File: config.mk
export PLATFORM = sky130hd
export DESIGN_NAME = imem_loader
export DESIGN_NICKNAME = d
export VERILOG_FILES = /design/src/rtl/imem_pkg.sv /design/src/rtl/imem_byte_packer.sv /design/src/rtl/imem_loader.sv
export SDC_FILE = /design/constraint.sdc
export NUM_CORES = 1
export LEC_CHECK = 0
export ABC_AREA = 0
export CAP_MARGIN = 0
export CORE_MARGIN = 4
export CORE_UTILIZATION = 50
export CTS_CLUSTER_SIZE = 10
export DETAILED_ROUTE_END_ITERATION = 7
export HOLD_SLACK_MARGIN = 0.02
export PLACE_DENSITY = 0.75
export SYNTH_ARGS = -nofsm -noshare
export SYNTH_HDL_FRONTEND = slang
export SYNTH_HIERARCHICAL = 1
export SYNTH_SLANG_ARGS = --single-unit
export TNS_END_PERCENT = 10
File: constraint.sdc
create_clock -name clk -period 2.8 [get_ports clk]
set_input_delay 0.28 -clock clk [delete_from_list [all_inputs] [get_ports clk]]
set_output_delay 0.28 -clock clk [all_outputs]
set_load 0.05 [all_outputs]
File: src/rtl/imem_pkg.sv
// Shared definitions for the instruction memory read path and the loader.
// Covers the SRAM geometry and the loader FSM state encoding.
package imem_pkg;
  localparam int ADDR_W     = 9;
  localparam int HALF_W     = 16;
  localparam int IMEM_DEPTH = 1 << ADDR_W;
  localparam int CNT_W      = ADDR_W + 1;

  typedef enum logic [1:0] {
    IDLE  = 2'd0,
    RECV  = 2'd1,
    WRITE = 2'd2,
    DONE  = 2'd3
  } ld_state_e;
endpackage

File: src/rtl/imem_byte_packer.sv
// Packs a byte stream little-endian into 32-bit words.
// word_full fires combinationally on the byte that completes a word.
module imem_byte_packer (
  input  logic        clk,
  input  logic        rst_n,
  input  logic        clr,
  input  logic        in_valid,
  input  logic [7:0]  in_data,
  output logic        word_full,
  output logic [31:0] word
);
  logic [1:0]  cnt_q, cnt_d;
  logic [23:0] shreg_q, shreg_d;

  always_comb begin
    cnt_d   = cnt_q;
    shreg_d = shreg_q;
    if (clr) begin
      cnt_d = 2'd0;
    end else if (in_valid) begin
      cnt_d   = cnt_q + 2'd1;
      // Shift in from the top so byte 0 ends up in the least significant lane.
      shreg_d = {in_data, shreg_q[23:8]};
    end
  end

  always_ff @(posedge clk or negedge rst_n) begin
    if (!rst_n) begin
      cnt_q   <= 2'd0;
      shreg_q <= 24'd0;
    end else begin
      cnt_q   <= cnt_d;
      shreg_q <= shreg_d;
    end
  end

  assign word_full = in_valid && !clr && (cnt_q == 2'd3);
  assign word      = {in_data, shreg_q};
endmodule

File: src/rtl/imem_loader.sv
// Streams bytes into the two 512x16 instruction SRAM halves while stalling the CPU.
// All outputs are registered; the async reset forces the SRAM strobes inactive at once.
module imem_loader
  import imem_pkg::*;
#(
  parameter int ADDR_W = imem_pkg::ADDR_W,
  parameter int HALF_W = imem_pkg::HALF_W,
  parameter int CNT_W  = imem_pkg::CNT_W
) (
  input  logic              clk,
  input  logic              rst_n,
  input  logic              start,
  input  logic [CNT_W-1:0]  num_words,
  input  logic              byte_valid,
  input  logic [7:0]        byte_data,
  output logic              byte_ready,
  output logic              mem_cen,
  output logic              mem_wen,
  output logic [ADDR_W-1:0] mem_addr,
  output logic [HALF_W-1:0] mem_d_low,
  output logic [HALF_W-1:0] mem_d_high,
  output logic              cpu_stall,
  output logic              done,
  output logic              err
);
  localparam int DEPTH = 1 << ADDR_W;

  ld_state_e         state_q, state_d;
  logic              byte_ready_q, byte_ready_d;
  logic              cen_q, cen_d;
  logic              wen_q, wen_d;
  logic [ADDR_W-1:0] addr_q, addr_d;
  logic [HALF_W-1:0] dlo_q, dlo_d;
  logic [HALF_W-1:0] dhi_q, dhi_d;
  logic              stall_q, stall_d;
  logic              done_q, done_d;
  logic              err_q, err_d;
  logic [CNT_W-1:0]  num_q, num_d;
  logic [CNT_W-1:0]  wcnt_q, wcnt_d;
  logic [CNT_W-1:0]  wcnt_inc;

  logic              accept;
  logic              pack_clr;
  logic              word_full;
  logic [31:0]       pack_word;

  assign accept   = byte_valid && byte_ready_q;
  assign pack_clr = (state_q == IDLE) && start;

  imem_byte_packer u_packer (
    .clk       (clk),
    .rst_n     (rst_n),
    .clr       (pack_clr),
    .in_valid  (accept),
    .in_data   (byte_data),
    .word_full (word_full),
    .word      (pack_word)
  );

  always_comb begin
    state_d      = state_q;
    byte_ready_d = 1'b0;
    cen_d        = 1'b1;
    wen_d        = 1'b1;
    addr_d       = addr_q;
    dlo_d        = dlo_q;
    dhi_d        = dhi_q;
    done_d       = 1'b0;
    err_d        = err_q;
    num_d        = num_q;
    wcnt_d       = wcnt_q;
    wcnt_inc     = wcnt_q + CNT_W'(1);
    case (state_q)
      IDLE: begin
        if (start) begin
          num_d  = num_words;
          err_d  = 1'b0;
          wcnt_d = '0;
          if (num_words == '0) begin
            state_d = DONE;
            done_d  = 1'b1;
          end else if (num_words > CNT_W'(DEPTH)) begin
            err_d   = 1'b1;
            state_d = DONE;
            done_d  = 1'b1;
          end else begin
            state_d      = RECV;
            byte_ready_d = 1'b1;
          end
        end
      end
      RECV: begin
        // The completing byte is folded in directly, so the write issues next cycle.
        if (word_full) begin
          state_d = WRITE;
          cen_d   = 1'b0;
          wen_d   = 1'b0;
          addr_d  = wcnt_q[ADDR_W-1:0];
          dlo_d   = pack_word[HALF_W-1:0];
          dhi_d   = pack_word[2*HALF_W-1:HALF_W];
        end else begin
          byte_ready_d = 1'b1;
        end
      end
      WRITE: begin
        wcnt_d = wcnt_inc;
        if (wcnt_inc == num_q) begin
          state_d = DONE;
          done_d  = 1'b1;
        end else begin
          state_d      = RECV;
          byte_ready_d = 1'b1;
        end
      end
      DONE: begin
        state_d = IDLE;
      end
      default: begin
        state_d = IDLE;
      end
    endcase
    stall_d = (state_d != IDLE);
  end

  always_ff @(posedge clk or negedge rst_n) begin
    if (!rst_n) begin
      state_q      <= IDLE;
      byte_ready_q <= 1'b0;
      cen_q        <= 1'b1;
      wen_q        <= 1'b1;
      addr_q       <= '0;
      dlo_q        <= '0;
      dhi_q        <= '0;
      stall_q      <= 1'b0;
      done_q       <= 1'b0;
      err_q        <= 1'b0;
      num_q        <= '0;
      wcnt_q       <= '0;
    end else begin
      state_q      <= state_d;
      byte_ready_q <= byte_ready_d;
      cen_q        <= cen_d;
      wen_q        <= wen_d;
      addr_q       <= addr_d;
      dlo_q        <= dlo_d;
      dhi_q        <= dhi_d;
      stall_q      <= stall_d;
      done_q       <= done_d;
      err_q        <= err_d;
      num_q        <= num_d;
      wcnt_q       <= wcnt_d;
    end
  end

  assign byte_ready = byte_ready_q;
  assign mem_cen    = cen_q;
  assign mem_wen    = wen_q;
  assign mem_addr   = addr_q;
  assign mem_d_low  = dlo_q;
  assign mem_d_high = dhi_q;
  assign cpu_stall  = stall_q;
  assign done       = done_q;
  assign err        = err_q;
endmodule

==> results_dict.tcl, run 1 <==
set metrics [dict create \
    outcome "finished clean" \
    power_density_nw_per_um2 1090 \
    route.detailed.drc 0 \
    cts-buffers-inserted 9 \
    global_route_wire_length_before_repair_um 13200 \
    fp.dieArea_um2 10000 \
    worst-path-max-fanout 2 \
    place_congestion 0.820 \
    synth_sequential_area_ratio 0.555 \
    cts.clk_slew.worst_paths_ns 0.10 \
    synthesis.nets 355 \
    async_flop_share 1.00 \
    wirelength_um 7800 \
    min_from "num_words[8]" \
    nets 413 \
    count_of_endpoints_failing_setup_in_the_final_report 0 \
    floorplan.die.width_um 100 \
    drt-wirelength-per-cell_um 15.6 \
    synth_largest_type_area_fraction 0.549 \
    report.final.slew_viol_count 0 \
    synthCells 331 \
    critical_path.startpoint_type "register" \
    synth_area_per_cell_um2 12.8 \
    worst_ir_drop_vdd_uv 623 \
    synth_area_leaders "sky130_fd_sc_hd__dfrtp_1 55%, sky130_fd_sc_hd__mux2_2 13%, sky130_fd_sc_hd__mux2_4 6.7%" \
    groute.usage.overall 0.166 \
    cts_buffer_depth 2 \
    antenna_found_initial 0 \
    synth_enable_flop_cells 0 \
    drive_gt1_frac 0.266 \
    tritoncts "done" \
    critical_path_arrival_ns 1.68 \
    crit-reg2reg-capture "byte_ready$_DFF_PN0_" \
    holdCritPathClass "in2reg" \
    synth.cells.most_frequent "93 x sky130_fd_sc_hd__dfrtp_1, 48 x sky130_fd_sc_hd__mux2_2, 42 x sky130_fd_sc_hd__nand2_1, 19 x sky130_fd_sc_hd__mux2_4, 13 x sky130_fd_sc_hd__nor2_1" \
    critPathKind "reg2out" \
    port_buffers 68 \
    holdPathStages 3 \
    cts_sinks 94 \
    ys_types 51 \
    timing.slew.headroom 0.406 \
    vias_per_cell 5.21 \
    antennaDiodeCount 0 \
    cts.repair_timing.setup_buffer_count 0 \
    clock_latency_late_sink_ns 0.35 \
    cts_htree_levels 3 \
    synth_area_leader_cell "sky130_fd_sc_hd__dfrtp_1" \
    first_pass_iters 4 \
    syn-cell-area_um2 4240 \
    cts_root_buf "sky130_fd_sc_hd__clkbuf_8" \
    setup-tns-final_ns 0 \
    holdPathEnd "num_q[8]$_DFFE_PN0P_" \
    grt_start_max_net_pins 95 \
    cp.required_ns 2.52 \
    place.detailed.hpwl_um 5400 \
    filler_cell_count 637 \
    synth-seq-cells 94 \
    launch_instance_of_the_worst_register_to_register_path "wcnt_q[0]$_DFFE_PN0P_" \
    grt_overflow_total 0 \
    power_leakage_nw 2.36 \
    critical_path.endpoint_type "output port" \
    clock_skew_ns 0.0104 \
    detailedRoute.firstIterationViolations 102 \
    crit_family "buffers and inverters" \
    rows 33 \
    route.antenna.remaining_nets 0 \
    core_region_area_um2 8220 \
    area_growth_pct 20.7 \
    path_buf_inv 1 \
    grt_pass1_vias 2692 \
    unrepaired_setup_endpoints_after_global_routing "no" \
    max_slew.worst_pin.slew_ns 0.889 \
    max-cap-violations 0 \
    hold_violations 0 \
    worst_path_largest_cell_delay_ns 0.80 \
    ff2ff_setup_slack_ns 0.95 \
    yosysWarningCount 6 \
    floorplan_die_height_um 100 \
    power.total_mw 5.59 \
    finalCriticalPeriod_ns 1.96 \
    initial_core_util 0.516 \
    ff2ff_path_depth 7 \
    ios 69 \
    finalCoreUtilization 0.623 \
    max_freq_mhz 511 \
    post-synth-top-count-cell "sky130_fd_sc_hd__dfrtp_1" \
    synth_ff_type "sky130_fd_sc_hd__dfrtp_1" \
    timing.critical_path.slowest_stage_cell "sky130_fd_sc_hd__clkdlybuf4s50_1" \
    post-route-period-util 0.699 \
    path_cells "clkdlybuf4s50_1" \
    vias 2602 \
]
==> worst register-to-register path, cell delays in order (launching register included) <==
cell and delay (ns):
sky130_fd_sc_hd__dfrtp_1 0.47, sky130_fd_sc_hd__ha_1 0.30, sky130_fd_sc_hd__nand2_1 0.13, sky130_fd_sc_hd__nor2_1 0.20
sky130_fd_sc_hd__xnor2_1 0.10, sky130_fd_sc_hd__nor3_1 0.25, sky130_fd_sc_hd__nand3_1 0.11, sky130_fd_sc_hd__and2_1 0.18
==> metrics by stage <==
stage	setup WS [ns]	instances	cell area (µm²)	hold WS [ns]
after floorplan	0.248	331	4240	-0.0156
after global placement	0.714	482	4920	0.363
after detailed placement	0.654	482	4920	0.367
after CTS	0.816	499	5120	0.469
after global routing	0.774	499	5120	0.482
final	0.842	499	5120	0.477
==> layer usage <==
layer,routed length [µm],GRT usage
met1,3670,0.234
met2,3730,0.258
met3,324,0.0334
met4,77,0.0591
met5,0,0
==> how the worst max path moves through the flow <==
stage,startpoint,slack (ns),end,cells past startpoint
5_1_grt,wcnt_q[0]$_DFFE_PN0P_,0.77,byte_ready$_DFF_PN0_,7
3_5_place_dp,start,0.65,mem_d_high[10]$_DFFE_PN0P_,8
6_report,mem_wen$_DFF_PN1_,0.84,mem_cen,1
3_3_place_gp,start,0.71,mem_d_high[5]$_DFFE_PN0P_,8
4_1_cts,mem_wen$_DFF_PN1_,0.82,mem_cen,1
2_1_floorplan,state_q[1]$_DFF_PN0_,0.25,mem_addr[5]$_DFFE_PN0P_,12
==> final cells by class <==
class / instances / area [µm²] / share of cell area
clock buffers: 9 / 124 / 0.0242
repair buffers: 76 / 766 / 0.150
multi-input cells: 204 / 1670 / 0.326
inverters: 4 / 15.0 / 0.00293
clock inverters: 7 / 62.6 / 0.0122
flip-flops and latches: 94 / 2350 / 0.460
well taps: 105 / 131 / 0.0257
==> power by group <==
group	total [mW]	switching (mW)	internal (mW)
sequential	2.22	0.354	1.87
combinational	2.52	1.42	1.10
clock	0.851	0.506	0.345
==> layout by cell type (no fill, tap or decap), types with 3 or more instances in the layout <==
cell,n
sky130_fd_sc_hd__clkdlybuf4s50_1,67
sky130_fd_sc_hd__xor2_1,4
sky130_fd_sc_hd__nor3_1,8
sky130_fd_sc_hd__and2_1,3
sky130_fd_sc_hd__inv_1,4
sky130_fd_sc_hd__a21oi_1,3
sky130_fd_sc_hd__o21ai_0,5
sky130_fd_sc_hd__clkbuf_8,9
sky130_fd_sc_hd__dfrtp_1,93
sky130_fd_sc_hd__nand2_1,42
sky130_fd_sc_hd__buf_4,6
sky130_fd_sc_hd__nand2b_1,3
sky130_fd_sc_hd__inv_6,3
sky130_fd_sc_hd__nor2_1,13
sky130_fd_sc_hd__mux2_4,19
sky130_fd_sc_hd__a22o_1,6
sky130_fd_sc_hd__mux2_2,48
sky130_fd_sc_hd__nand3_1,8
sky130_fd_sc_hd__xnor2_1,8
==> kinds of logic (layout without fill, tap and decap cells) <==
group | count (synthesis) | in the layout | share of synthesized area
AO/OA/AOI/OAI | 31 | 31 | 0.0560
XOR/XNOR | 13 | 13 | 0.0286
adder cells (fa/ha/maj) | 2 | 2 | 0.00590
buffers and inverters | 33 | 96 | 0.0519
flip-flops | 94 | 94 | 0.555
multiplexers | 69 | 69 | 0.199
AND/OR/NAND/NOR | 89 | 89 | 0.103
==> state kept, by name (all words and copies together), names as in the netlist <==
signal / flops
u_packer/shreg_q: 24
mem_d_high: 16
mem_d_low: 16
num_q: 10
wcnt_q: 10
mem_addr: 9
state_q: 2
u_packer/cnt_q: 2
byte_ready: 1
cpu_stall: 1
done: 1
err: 1
mem_wen: 1
==> repair_timing <==
action / in CTS / in global routing
gates resized for setup: 0 / 0
endpoints found under the setup margin: 0 / 0
hold buffers: 1 / 0
hold endpoints to repair: 93 / 0
Note: power is estimated with default switching activity, not from simulation.
==> run 2, diff against run 1 <==
Settings changed: CORE_UTILIZATION 50 to 48, PLACE_DENSITY 0.75 to 0.76.
Clock period 2.8 ns to 1.8 ns, I/O delays scaled along.
==> run 2 against run 1 <==
Net effect: flip-flop and latch count unchanged; first-iteration DRC count stayed put; final area grew 5.1%; count of clock-buffer cells in the layout unchanged; critical path type unchanged; combinational power up 63%; global-route usage increased by 0.41 points; total power increased by 61%; sequential share of layout area is 2.2 points lower.
==> results_dict.tcl, run 2 (synthesis results as in run 1) <==
set metrics [dict create \
    critical_path_arrival_ns 1.56 \
    hold_violations 0 \
    critical_path.endpoint_type "output port" \
    max_slew.worst_pin.slew_ns 0.515 \
    postLayoutCellArea_um2 5380 \
    cp.required_ns 1.62 \
    drive_gt1_frac 0.345 \
    cts_sinks 94 \
    timing.critical_path.slowest_stage_cell "sky130_fd_sc_hd__clkdlybuf4s50_1" \
    grt_pass1_vias 2802 \
    outcome "finished clean" \
    initial_core_util 0.489 \
    antennaDiodeCount 0 \
    clock_skew_ns 0.0176 \
    drt-wirelength-per-cell_um 16.8 \
    placement.cell_area_um2 5060 \
    max_flop_register "u_packer/shreg_q" \
    power.total_mw 9.00 \
    cts_root_buf "sky130_fd_sc_hd__clkbuf_8" \
    vias 2768 \
    groute.usage.overall 0.170 \
    ios 69 \
    floorplan.die.width_um 102 \
    fp.dieArea_um2 10400 \
    ff2ff_path_depth 9 \
    ff2ff_setup_slack_ns 0.06 \
    largest_reg_flops 24 \
    tritoncts "done" \
    rows 34 \
    cts_buffer_depth 2 \
    antenna_found_initial 0 \
    post-route-period-util 0.968 \
    core_region_area_um2 8680 \
    max-cap-violations 0 \
    setup-tns-final_ns 0 \
    grt_overflow_total 0 \
    critPathKind "reg2out" \
    global_route_wire_length_before_repair_um 13900 \
    route.antenna.remaining_nets 0 \
    cts.clk_slew.worst_paths_ns 0.12 \
    first_pass_iters 5 \
    finalHoldWorstSlack_ns 0.263 \
    launch_instance_of_the_worst_register_to_register_path "state_q[0]$_DFF_PN0_" \
    max_freq_mhz 574 \
    grt_start_max_net_pins 41 \
    critical_path.startpoint_type "register" \
    crit_family "buffers and inverters" \
    worst-path-max-fanout 2 \
    timing.slew.headroom 0.656 \
    cts-buffers-inserted 9 \
    area_growth_pct 26.9 \
    path_cells "clkdlybuf4s50_1" \
    report.final.slew_viol_count 0 \
    cts_htree_levels 3 \
    power_density_nw_per_um2 1670 \
    finalCriticalPeriod_ns 1.74 \
    nets 431 \
    finalNonFillerCells 520 \
    worst_ir_drop_vdd_uv 656 \
    worst_path_largest_cell_delay_ns 0.81 \
    holdCritPathClass "in2async" \
    place.detailed.hpwl_um 5880 \
    finalCoreUtilization 0.620 \
    mostFrequentLayoutCells "89 x sky130_fd_sc_hd__dfrtp_1, 51 x sky130_fd_sc_hd__clkdlybuf4s50_1, 42 x sky130_fd_sc_hd__nand2_1" \
    crit-reg2reg-capture "mem_addr[0]$_DFFE_PN0P_" \
    final_common_cell "sky130_fd_sc_hd__dfrtp_1" \
    wirelength_um 8720 \
    clock_latency_late_sink_ns 0.37 \
    count_of_endpoints_failing_setup_in_the_final_report 0 \
    detailedRoute.firstIterationViolations 102 \
    power_leakage_nw 2.63 \
    path_buf_inv 1 \
    pnr_worst_setup_slack_ns 0.0573 \
    route.detailed.drc 0 \
    port_buffers 68 \
    floorplan_die_height_um 102 \
    vias_per_cell 5.32 \
    numPlacedInstances 498 \
    place_congestion 0.835 \
    dp_slack_ns -0.148 \
]
run 2: cell count changes in the layout (fill, tap and decap cells not counted), sizes merged:
cell	delta
buf	+25
clkbuf	+1
clkdlybuf4s50	-16
dlymetal6s2s	+8
run 2: area by class of cell:
class	instances	area, µm²
Clock inverter	7	83.8
Timing Repair Buffer	94	935
Inverter	4	15.0
Tap cell	108	135
Clock buffer	9	124
Fill cell	710	3300
Sequential cell	94	2360
Multi-Input combinational cell	204	1730
run 2: power by group:
group | internal, mW | switching [mW] | leakage, nW
combinational | 1.82 | 2.28 | 1.34
clock | 0.565 | 0.864 | 0.106
sequential | 2.91 | 0.563 | 1.19
total | 5.29 | 3.71 | 2.63
run 2: how the worst max path moves through the flow:
stage | start | to | slack, ns | depth (start not counted)
final | mem_d_low[5]$_DFFE_PN0P_ | mem_d_low[5] | 0.06 | 1
after CTS | state_q[0]$_DFF_PN0_ | mem_d_low[8]$_DFFE_PN0P_ | 0.02 | 8
after global placement | byte_valid | mem_addr[3]$_DFFE_PN0P_ | -0.10 | 7
after floorplan | state_q[0]$_DFF_PN0_ | mem_addr[5]$_DFFE_PN0P_ | -0.49 | 12
after global routing | state_q[0]$_DFF_PN0_ | mem_d_low[4]$_DFFE_PN0P_ | -0.02 | 9
after detailed placement | byte_valid | mem_addr[0]$_DFFE_PN0P_ | -0.15 | 7
run 2: repair_timing:
item	CTS	global route
resized for setup	0	16
hold buffers	1	0
endpoints found under the setup margin	0	43
setup buffers	0	3
hold endpoints to repair	28	0
run 2: layer usage:
metal	share of wire	vias to the layer above	track usage
li1	-	1284	-
met1	0.45	1409	0.223
met2	0.50	60	0.286
met3	0.041	15	0.0423
met4	0.016	0	0.0404
met5	0	-	0
==> run 3, diff against run 2 <==
Settings changed: GPL_ROUTABILITY_DRIVEN set to 1.
==> results of run 3 <==
The final DEF is identical to that of run 2; final timing and power are the same.
